===== config.mk =====
export PLATFORM = sky130hd
export DESIGN_NAME = player_grid_move
export DESIGN_NICKNAME = d
export VERILOG_FILES = /design/src/rtl/bomber_pkg.sv /design/src/rtl/grid_assist.sv /design/src/rtl/player_grid_move.sv
export SDC_FILE = /design/constraint.sdc
export NUM_CORES = 1
export LEC_CHECK = 0
export CELL_PAD_IN_SITES_DETAIL_PLACEMENT = 1
export CELL_PAD_IN_SITES_GLOBAL_PLACEMENT = 1
export CORE_UTILIZATION = 45
export DETAILED_ROUTE_END_ITERATION = 8
export PLACE_DENSITY_LB_ADDON = 0.1
export SLEW_MARGIN = 0
export SYNTH_ARGS = -nofsm -noshare
export SYNTH_HDL_FRONTEND = slang
export SYNTH_SLANG_ARGS = --single-unit
export TNS_END_PERCENT = 30

===== constraint.sdc =====
create_clock -name clk -period 10.7 [get_ports clk]
set_input_delay 2.675 -clock clk [delete_from_list [all_inputs] [get_ports clk]]
set_output_delay 2.675 -clock clk [all_outputs]
set_load 0.03 [all_outputs]

===== src/rtl/bomber_pkg.sv =====
// Shared types for the Bomberman movers: directions, collision edge codes, mover FSM states.
package bomber_pkg;

  typedef enum logic [1:0] {DIR_UP, DIR_DOWN, DIR_LEFT, DIR_RIGHT} dir_t;

  localparam int EDGE_BOTTOM = 0;
  localparam int EDGE_LEFT   = 1;
  localparam int EDGE_RIGHT  = 2;
  localparam int EDGE_TOP    = 3;
  localparam int EDGE_CORNER = 4;

  typedef enum logic [2:0] {IDLE_ST, MOVE_ST, SOF_ST, CHANGE_ST, LIMITS_ST} state_t;

  // One-hot mask of the obstacle edge that faces a given travel direction.
  function automatic logic [4:0] edge_mask(dir_t d);
    case (d)
      DIR_UP:   edge_mask = 5'b1 << EDGE_TOP;
      DIR_DOWN: edge_mask = 5'b1 << EDGE_BOTTOM;
      DIR_LEFT: edge_mask = 5'b1 << EDGE_LEFT;
      default:  edge_mask = 5'b1 << EDGE_RIGHT;
    endcase
  endfunction

endpackage


===== src/rtl/grid_assist.sv =====
// Cross-axis tile alignment nudge: returns a signed pixel correction that moves px
// toward the nearest grid line, limited to SPEED_PX per frame.
module grid_assist #(
  parameter int TILE     = 32,
  parameter int SPEED_PX = 2,
  localparam int TB      = $clog2(TILE)
) (
  input  logic [TB-1:0]      px,
  input  logic [TB-1:0]      grid0,
  output logic signed [31:0] corr
);

  localparam logic [TB-1:0] HALF = TB'(TILE / 2);
  localparam logic [TB-1:0] SPD  = TB'(SPEED_PX);

  logic [TB-1:0] off, rem, mag_lo, mag_hi;

  // Only the in-tile phase matters, so modular arithmetic on the low bits suffices.
  always_comb begin
    off    = px - grid0;
    rem    = -off;
    mag_lo = (off < SPD) ? off : SPD;
    mag_hi = (rem < SPD) ? rem : SPD;
    corr   = '0;
    if (off != '0) begin
      if (off < HALF) corr = -$signed(32'(mag_lo));
      else            corr =  $signed(32'(mag_hi));
    end
  end

endmodule


===== src/rtl/player_grid_move.sv =====
// Frame-rate player mover on the tile grid: fixed-point step, collision push-back,
// corner assist and playfield clamping; outputs feed the player bitmap top-left.
module player_grid_move
  import bomber_pkg::*;
#(
  parameter int INITIAL_X = 272,
  parameter int INITIAL_Y = 176,
  parameter int OBJECT_W  = 32,
  parameter int OBJECT_H  = 32,
  parameter int FRAC_BITS = 12,
  parameter int SPEED_PX  = 2,
  parameter int TILE      = 32,
  parameter int GRID_X0   = 16,
  parameter int GRID_Y0   = 48,
  parameter int FRAME_R   = 624,
  parameter int FRAME_B   = 464
) (
  input  logic        clk,
  input  logic        resetN,
  input  logic        startOfFrame,
  input  logic        up_direction_key,
  input  logic        down_direction_key,
  input  logic        left_direction_key,
  input  logic        right_direction_key,
  input  logic        collision,
  input  logic [2:0]  HitEdgeCode,
  output logic [10:0] topLeftX,
  output logic [10:0] topLeftY,
  output logic        moving,
  output logic [1:0]  dir
);

  localparam int TB     = $clog2(TILE);
  localparam int STEP   = SPEED_PX << FRAC_BITS;
  localparam int INIT_X = INITIAL_X << FRAC_BITS;
  localparam int INIT_Y = INITIAL_Y << FRAC_BITS;
  localparam int X_MIN  = GRID_X0 << FRAC_BITS;
  localparam int Y_MIN  = GRID_Y0 << FRAC_BITS;
  localparam int X_MAX  = (FRAME_R - OBJECT_W) << FRAC_BITS;
  localparam int Y_MAX  = (FRAME_B - OBJECT_H) << FRAC_BITS;

  state_t             state_q, state_d;
  logic signed [31:0] xpos_q, xpos_d, ypos_q, ypos_d;
  logic signed [31:0] prevx_q, prevx_d, prevy_q, prevy_d;
  logic [4:0]         hit_q, hit_d;
  logic [3:0]         key_acc_q, key_acc_d;
  logic               moving_q, moving_d;
  logic               blocked_q, blocked_d;
  dir_t               dir_q, dir_d;

  logic [3:0]         keys;
  logic signed [31:0] corr_x, corr_y;
  dir_t               picked;

  assign keys     = {right_direction_key, left_direction_key, down_direction_key, up_direction_key};
  assign topLeftX = 11'(xpos_q >>> FRAC_BITS);
  assign topLeftY = 11'(ypos_q >>> FRAC_BITS);
  assign moving   = moving_q;
  assign dir      = dir_q;

  grid_assist #(.TILE(TILE), .SPEED_PX(SPEED_PX)) u_assist_x (
    .px(TB'(xpos_q >>> FRAC_BITS)), .grid0(TB'(GRID_X0)), .corr(corr_x));
  grid_assist #(.TILE(TILE), .SPEED_PX(SPEED_PX)) u_assist_y (
    .px(TB'(ypos_q >>> FRAC_BITS)), .grid0(TB'(GRID_Y0)), .corr(corr_y));

  always_comb begin
    if      (key_acc_q[0]) picked = DIR_UP;
    else if (key_acc_q[1]) picked = DIR_DOWN;
    else if (key_acc_q[2]) picked = DIR_LEFT;
    else                   picked = DIR_RIGHT;
  end

  always_comb begin
    state_d   = state_q;
    xpos_d    = xpos_q;
    ypos_d    = ypos_q;
    prevx_d   = prevx_q;
    prevy_d   = prevy_q;
    hit_d     = hit_q;
    key_acc_d = key_acc_q;
    moving_d  = moving_q;
    blocked_d = blocked_q;
    dir_d     = dir_q;
    case (state_q)
      IDLE_ST: begin
        xpos_d = INIT_X;
        ypos_d = INIT_Y;
        if (startOfFrame) state_d = MOVE_ST;
      end
      MOVE_ST: begin
        key_acc_d = key_acc_q | keys;
        if (collision)
          for (int i = 0; i < 5; i++)
            if (HitEdgeCode == 3'(i)) hit_d[i] = 1'b1;
        if (startOfFrame) state_d = SOF_ST;
      end
      SOF_ST: begin
        blocked_d = moving_q & (hit_q[EDGE_CORNER] | (|(hit_q & edge_mask(dir_q))));
        if (blocked_d) begin
          xpos_d = prevx_q;
          ypos_d = prevy_q;
        end
        hit_d   = '0;
        state_d = CHANGE_ST;
      end
      CHANGE_ST: begin
        prevx_d  = xpos_q;
        prevy_d  = ypos_q;
        moving_d = 1'b0;
        // Pushing on into the same wall that just blocked us is not a step.
        if ((|key_acc_q) && !(picked == dir_q && blocked_q)) begin
          moving_d = 1'b1;
          dir_d    = picked;
          case (picked)
            DIR_UP:   begin ypos_d = ypos_q - STEP; xpos_d = xpos_q + (corr_x <<< FRAC_BITS); end
            DIR_DOWN: begin ypos_d = ypos_q + STEP; xpos_d = xpos_q + (corr_x <<< FRAC_BITS); end
            DIR_LEFT: begin xpos_d = xpos_q - STEP; ypos_d = ypos_q + (corr_y <<< FRAC_BITS); end
            default:  begin xpos_d = xpos_q + STEP; ypos_d = ypos_q + (corr_y <<< FRAC_BITS); end
          endcase
        end
        key_acc_d = '0;
        state_d   = LIMITS_ST;
      end
      LIMITS_ST: begin
        if      (xpos_q < X_MIN) xpos_d = X_MIN;
        else if (xpos_q > X_MAX) xpos_d = X_MAX;
        if      (ypos_q < Y_MIN) ypos_d = Y_MIN;
        else if (ypos_q > Y_MAX) ypos_d = Y_MAX;
        state_d = MOVE_ST;
      end
      default: state_d = IDLE_ST;
    endcase
  end

  always_ff @(posedge clk or negedge resetN) begin
    if (!resetN) begin
      state_q   <= IDLE_ST;
      xpos_q    <= INIT_X;
      ypos_q    <= INIT_Y;
      prevx_q   <= INIT_X;
      prevy_q   <= INIT_Y;
      hit_q     <= '0;
      key_acc_q <= '0;
      moving_q  <= 1'b0;
      blocked_q <= 1'b0;
      dir_q     <= DIR_UP;
    end else begin
      state_q   <= state_d;
      xpos_q    <= xpos_d;
      ypos_q    <= ypos_d;
      prevx_q   <= prevx_d;
      prevy_q   <= prevy_d;
      hit_q     <= hit_d;
      key_acc_q <= key_acc_d;
      moving_q  <= moving_d;
      blocked_q <= blocked_d;
      dir_q     <= dir_d;
    end
  end

endmodule


## Yosys cells after proc, flatten, opt, wreduce, memory -nomap -nowiden

Index checks and enable logic that the tools add are counted.

- $add $sub $neg: 12
- Order comparisons: 10
- Equality and inequality tests: 25
- Multiplexer cells: 37
- Bitwise operators: 4
- Reduce and logical (&&, ||, !) cells: 24

Operator list:

| cell | count |
|---|---|
| 32-bit 2-to-1 mux | 8 |
| 32-bit one-hot mux with 4 select lines | 2 |
| 32-bit one-hot mux with 2 select lines | 2 |
| 20-bit 2-to-1 mux | 4 |
| 32-bit by 15-bit adder with 32-bit output, second input constant | 2 |
| 32-bit adder | 2 |
| 32-bit by 15-bit subtractor with 32-bit output, second input constant | 2 |
| 5-bit negator with 20-bit output | 2 |
| 32-bit by 22-bit greater-than comparator with 1-bit output, second input constant | 1 |
| 32-bit by 23-bit greater-than comparator with 1-bit output, second input constant | 1 |
| 32-bit by 18-bit < comparator with 1-bit output, second input constant | 1 |
| 32-bit by 19-bit < comparator with 1-bit output, second input constant | 1 |
| 5-bit 2-to-1 mux | 6 |
| 5-bit by 2-bit < comparator with 1-bit output, second input constant | 4 |
| 2-bit != test, second input constant | 10 |
| 3-bit one-hot mux with 5 select lines | 1 |
| 3-bit AND reduction | 5 |
| 3-bit by 2-bit == test with 1-bit output, second input constant | 4 |
| 4-bit one-hot mux with 3 select lines | 1 |
| 5-bit < comparator, second input constant | 2 |
| 5-bit negator | 2 |
| 5-bit one-hot mux with 2 select lines | 1 |
| 5-bit nonzero test | 2 |
| 5-bit subtractor, second input constant | 2 |
| other kinds (25) | 44 |

- Flip-flop bits (word level): 144
- Output and inout bits: 25

## Depth between registers and ports, before layout

- Depth in word-level cells: 10
- Depth in mapped cells: 19
- Gate-level depth less buffers: 19

## Hierarchy

From an unflattened synthesis, not the netlist that was laid out.

- Cell total of the unflattened synthesis: 1434
- Area, all modules: 11325.9 µm²

By module, submodules not included:

| module | instances | cells an instance | area each (µm²) | sequential area each (µm²) |
|---|---|---|---|---|
| player_grid_move | 1 | 1280 | 10207.3 | 3616.0 |
| grid_assist | 2 | 77 | 559.3 | 0.0 |

## Worst setup path after synthesis

Ideal clock, no wire load.

- Kind: reg2reg
- Start point: register xpos_q[13]
- End point: register xpos_q[30]
- Library setup time: 0.082 ns
- Data arrival time: 4.061 ns
- Setup slack: 6.557 ns
- Cell stages (with the launch flop): 20
- Period minus slack after synthesis: 4.143 ns
- Path through: dfrtp_1 -> inv_1 -> ha_1 -> and2_1 -> ha_1 -> or4_1 -> inv_1 -> nor2_1 -> nor3_1 -> ha_1 -> inv_1 -> fa_1 -> nor2b_1 -> o31ai_1 -> a311oi_1 -> a41oi_1 -> o21ai_0 -> and4b_1 -> o21ai_0 -> a31oi_1

- Longest elaborated chain between the ends: 10
- Elaborated cells between the ends (all ways): 22
- Those cells by class: add/sub: 6; order compare: 5; eq/ne: 1; mux: 8; reduce/logical: 2

Ends and longest elaborated chain:

| what | line | RTL |
|---|---|---|
| start, declared | player_grid_move.sv:43 | `logic signed [31:0] xpos_q, xpos_d, ypos_q, ypos_d;` |
| start signal, assigned | player_grid_move.sv:149 | `xpos_q <= xpos_d;` |
| 5-bit subtractor | grid_assist.sv:20 | `off = px - grid0;` |
| 5-bit negator / 5-bit by 2-bit < comparator with 1-bit output (equally long branches) | grid_assist.sv:21, grid_assist.sv:22 |  |
| 5-bit by 2-bit < comparator with 1-bit output / 5-bit 2-to-1 mux (equally long branches) | grid_assist.sv:23, grid_assist.sv:22 |  |
| 5-bit 2-to-1 mux / 5-bit negator with 20-bit output (equally long branches) | grid_assist.sv:23, grid_assist.sv:26 |  |
| 20-bit 2-to-1 mux | grid_assist.sv:26 | `if (off < HALF) corr = -$signed(32'(mag_lo));` |
| 20-bit 2-to-1 mux | grid_assist.sv:25 | `if (off != '0) begin` |
| 32-bit adder | player_grid_move.sv:115, player_grid_move.sv:116 |  |
| 32-bit one-hot mux with 2 select lines | player_grid_move.sv:114 | `case (picked)` |
| 32-bit 2-to-1 mux | player_grid_move.sv:111 | `if ((\|key_acc_q) && !(picked == dir_q && blocked_q)) begin` |
| 32-bit one-hot mux with 4 select lines | player_grid_move.sv:84 | `case (state_q)` |

Several ways; a longest one is shown, not always the timed one. The select of a mux whose other input is x is not followed.
A chain may end at the register's enable or synchronous reset.

## Worst setup path after layout

- Start point: register xpos_q[13]
- End point: register xpos_q[26]

The elaborated chain is that of the path after synthesis.

==> impl_results.rst <==
.. list-table::
   :header-rows: 1

   * - Metric
     - Value
   * - CP max stage delay
     - between 500 and 600 ps
   * - Sequential Power Share
     - 0.226
   * - Maximum fanout count along the critical path
     - 9
   * - Sequential-to-total area share from yosys stat
     - 0.352
   * - First-pass GRT wire length
     - ~52 mm
   * - # Max-Cap Violations
     - 0
   * - Count of flip-flops with a built-in enable after synthesis
     - 0
   * - Xor-xnor portion of the synthesized cell area
     - 0.0520
   * - Leakage
     - roughly 5.3 nW
   * - Flop and latch count out of synthesis
     - about 140
   * - Combinational share of power
     - 0.622
   * - Ratio of final minimum period to clock period
     - 0.445
   * - Global-route congestion overflow total
     - 0
   * - Sw Share
     - 0.510
   * - Post-synth ARST share
     - 1.00
   * - Post-CTS Setup Repair Bufs
     - 0
   * - Total DRC errors in the routed layout
     - 0
   * - Destination of the worst register-to-register timing path
     - xpos_q[26]$_DFFE_PN0P_
   * - Clk sinks
     - between 100 and 150
   * - Most used standard cell by instance count after synthesis
     - sky130_fd_sc_hd__nand2_1
   * - Post-synthesis share of cell area spent on and, or, nand and nor gates
     - 0.224
   * - Final layout net count
     - 1,357
   * - Worst slew margin
     - 0.250
   * - Vias in the first global route
     - slightly below 10,000
   * - Antenna violations before repair
     - 0
   * - Antenna violation net count after detailed routing
     - 0
   * - Vert. Die Dim
     - ~150 um
   * - Cell with the largest stage delay on the worst path
     - sky130_fd_sc_hd__dfrtp_1
   * - X dimension of the die
     - about 150 um
   * - Setup WS post-layout
     - 5940 ps
   * - Internal power
     - ~0.0020 W
   * - Peak VDD IR
     - 0.000263 V
   * - Largest family of logic cells by synthesized area
     - simple AND/OR/NAND/NOR gates
   * - Worst EP arrival
     - 5020 ps
   * - Effective utilization at floorplan
     - 0.465
   * - Synth Area per Inst
     - 8.09 um^2
   * - Clk pin slew, worst setup/hold paths
     - ~70 ps
   * - Count of buffers from port buffering
     - 35
   * - Post-synthesis compound-gate area fraction
     - 0.206
   * - Detailed-routing iteration count for the pre-antenna-repair pass
     - 5
   * - Power Density
     - 357 nW/um^2
   * - Reg-to-reg startpoint
     - xpos_q[13]$_DFFE_PN0P_
   * - Fraction of final layout cells sized beyond drive strength 1
     - 0.0525
   * - DP Wirelength
     - between 20 and 25 mm
   * - Multiplexer share of the synthesized area
     - 0.00816
   * - Post-cts resize count
     - 0
   * - Ranking of synthesized cells by area
     - sky130_fd_sc_hd__dfrtp_1 (33%), sky130_fd_sc_hd__nand2_1 (9.8%), sky130_fd_sc_hd__ha_1 (9.7%)
   * - Proportion of power drawn by the clock network
     - 0.152
   * - Fin. max-slew vios
     - 0
   * - Length in cells of the worst reg-to-reg path
     - 19
   * - Via count
     - between 9,000 and 10,000
   * - Clock latency of the later-clocked register in the worst-skew pair
     - ~430 ps
   * - Final critical-path required period
     - 4760 ps
   * - Final routed wire length divided by cell count
     - between 20 and 25 um
   * - Routability Congestion
     - about 0.88
   * - Share of the synthesized area in the top cell type
     - 0.327
   * - Count of H-tree levels built during CTS
     - 4
   * - Number of rows in the core area
     - 54
   * - Post-synthesis adder-cell area fraction
     - 0.105
   * - Clock Tree Buf Depth
     - 2
   * - Primary FF master, synth
     - sky130_fd_sc_hd__dfrtp_1
   * - Max Clock Skew
     - 12.1 ps
   * - Hold-fix buffers, CTS
     - 0
   * - Cells traversed along the worst timing path
     - inv_1 > ha_1 > and2_1 > ha_1 > or4_1 > inv_1 > nor2_1 > nor3_1 > ha_1 > inv_1 > fa_1 > nor2b_1 > o31ai_1 > a311oi_1 > a41oi_1 > o221ai_1 > xor2_1 > a221oi_1 > o21ai_0
   * - IO Pins
     - 36
   * - Layout area overhead
     - 9.77%
   * - Post-synthesis cell type with the largest combined area
     - sky130_fd_sc_hd__dfrtp_1
   * - Type of element launching the critical path
     - flop
   * - Worst Hold Path EP
     - prevx_q[16]$_DFFE_PN1P_
   * - Number of different library cells in the post-synthesis netlist
     - between 70 and 80
   * - Cell chosen for the clock root
     - sky130_fd_sc_hd__clkbuf_16
   * - Maximum number of pins on one net before global-route repair
     - 81
   * - GR Util All Layers
     - 0.279
   * - Switching pwr
     - ~0.0021 W
   * - Register-to-register setup slack
     - around 6000 ps
   * - Final setup violating endpoints
     - 0
   * - Area of the mapped netlist
     - approximately 10,000 um^2
   * - Startpoint of the worst hold path
     - prevx_q[16]$_DFFE_PN1P_
   * - Final Hold Fails
     - 0
   * - Clock tree from TritonCTS
     - built
   * - Count of warnings emitted by yosys
     - 0
   * - Timing-limited maximum frequency
     - ~210 MHz
   * - Area of the die
     - 23,400 um^2
   * - Area of the placeable core
     - 22,100 um^2
   * - Worst Hold Depth
     - 2
   * - Gate Count Post-Synth
     - ~1,300
   * - Source of the critical timing path
     - xpos_q[13]$_DFFE_PN0P_
   * - Outcome
     - completed
   * - Power after layout
     - 0.00403 W
   * - Transition time of the tightest slew-check pin
     - 1120 ps
   * - Unrepaired setup endpoints after global routing
     - no
   * - Antenna diode count
     - 0
   * - Kind of end point of the critical path
     - flop
   * - Fin Setup TNS
     - 0 ps
   * - Hold Path Class
     - reg -> reg
   * - Worst Setup Slack post-DPL
     - 5940 ps
   * - Overall routed net length
     - ~31 mm
   * - DRT iter0 DRCs
     - 560
   * - Commonest cells post-synth
     - sky130_fd_sc_hd__nand2_1 (268), sky130_fd_sc_hd__dfrtp_1 (134), sky130_fd_sc_hd__o21ai_0 (103), sky130_fd_sc_hd__nor2_1 (99), sky130_fd_sc_hd__a21oi_1 (90)
   * - Critical path start-end classification
     - reg -> reg
   * - Number of buffers added by the clock tree synthesis step
     - 17
   * - Via density per instance
     - 6.00
   * - Required time of the critical path
     - 10,950 ps
routing by layer:
layer / up-vias / global-route usage / part of all wire
li1: 4467 / - / -
met1: 4675 / 0.364 / 0.47
met2: 143 / 0.477 / 0.48
met3: 43 / 0.0383 / 0.028
met4: 0 / 0.0842 / 0.021
met5: - / 0 / 0
state kept, by name, indices dropped and copies added (netlist names):
| name | flops |
|---|---|
| prevy_q | 32 |
| ypos_q | 32 |
| blocked_q | 1 |
| moving | 1 |
| xpos_q | 32 |
| dir | 2 |
| state_q | 3 |
| key_acc_q | 4 |
| prevx_q | 32 |
| hit_q | 5 |
power groups by stage:
stage	Clock (W)	Combinational [W]	Sequential (W)
detailed placement	0	0.00247	0.000913
global route	0.000644	0.00278	0.000930
global placement	0	0.00241	0.000911
CTS	0.000624	0.00250	0.000906
floorplan	0	0.00189	0.000834
finish	0.000614	0.00250	0.000909
logic make-up after synthesis:
| family | count (synthesis) |
|---|---|
| simple gates | 516 |
| flops | 144 |
| mux | 7 |
| fa+ha+maj | 84 |
| buf+inv | 116 |
| xor+xnor | 61 |
| other cells | 1 |
| compound gates | 341 |
final cells by class:
class	instances	area, um^2
Clock buffer	19	453
Clock inverter	13	143
Fill cell	2650	10800
Inverter	46	173
Multi-Input combinational cell	1011	6130
Sequential cell	144	3620
Tap cell	280	350
Timing Repair Buffer	42	404
how the worst max path moves through the flow:
stage                              to  cells past startpoint
2_1_floorplan  xpos_q[30]$_DFFE_PN0P_                     19
3_3_place_gp   xpos_q[30]$_DFFE_PN0P_                     19
3_5_place_dp   xpos_q[30]$_DFFE_PN0P_                     19
4_1_cts        xpos_q[30]$_DFFE_PN0P_                     19
5_1_grt        xpos_q[30]$_DFFE_PN0P_                     19
6_report       xpos_q[26]$_DFFE_PN0P_                     19
metrics by stage:
stage	util	hold slack [ps]	area [um^2]	instances
6_report	0.510	462	11300	1555
5_1_grt	0.510	489	11300	1555
4_1_cts	0.510	464	11300	1555
3_5_place_dp	0.483	454	10700	1523
3_3_place_gp	0.483	442	10700	1523
2_1_floorplan	-	435	10300	1271
critical path, delay by kind of cell (launching register included):
family / cells / cell delay (ps)
xor+xnor: 1 / 100
simple gates: 5 / 1060
fa+ha+maj: 4 / 1100
flops: 1 / 550
buf+inv: 3 / 290
compound gates: 6 / 1480
cells in the final DEF, fill, tap and decap left out, types with 6 or more instances in the layout:
cell type / count
sky130_fd_sc_hd__and2_1: 8
sky130_fd_sc_hd__nor4_1: 13
sky130_fd_sc_hd__nand2_1: 267
sky130_fd_sc_hd__ha_1: 80
sky130_fd_sc_hd__o211ai_1: 7
sky130_fd_sc_hd__nor2b_1: 12
sky130_fd_sc_hd__buf_4: 7
sky130_fd_sc_hd__dfrtp_1: 134
sky130_fd_sc_hd__dfstp_2: 10
sky130_fd_sc_hd__clkdlybuf4s50_1: 34
sky130_fd_sc_hd__nor3_1: 22
sky130_fd_sc_hd__nand4_1: 6
sky130_fd_sc_hd__nand2b_1: 13
sky130_fd_sc_hd__o21a_1: 12
sky130_fd_sc_hd__o21ai_1: 12
sky130_fd_sc_hd__xnor2_1: 30
sky130_fd_sc_hd__a21o_1: 14
sky130_fd_sc_hd__a31oi_1: 15
sky130_fd_sc_hd__nor2_1: 97
sky130_fd_sc_hd__o21ai_0: 103
sky130_fd_sc_hd__a221oi_1: 14
sky130_fd_sc_hd__clkbuf_16: 17
sky130_fd_sc_hd__and3_1: 13
sky130_fd_sc_hd__nand3_1: 31
sky130_fd_sc_hd__a21oi_1: 90
sky130_fd_sc_hd__o31ai_1: 6
sky130_fd_sc_hd__a22oi_1: 8
sky130_fd_sc_hd__a211oi_1: 9
sky130_fd_sc_hd__xor2_1: 31
sky130_fd_sc_hd__inv_1: 45
sky130_fd_sc_hd__or4_1: 7
sky130_fd_sc_hd__o22ai_1: 6
Power figures use the tool's default switching activity.
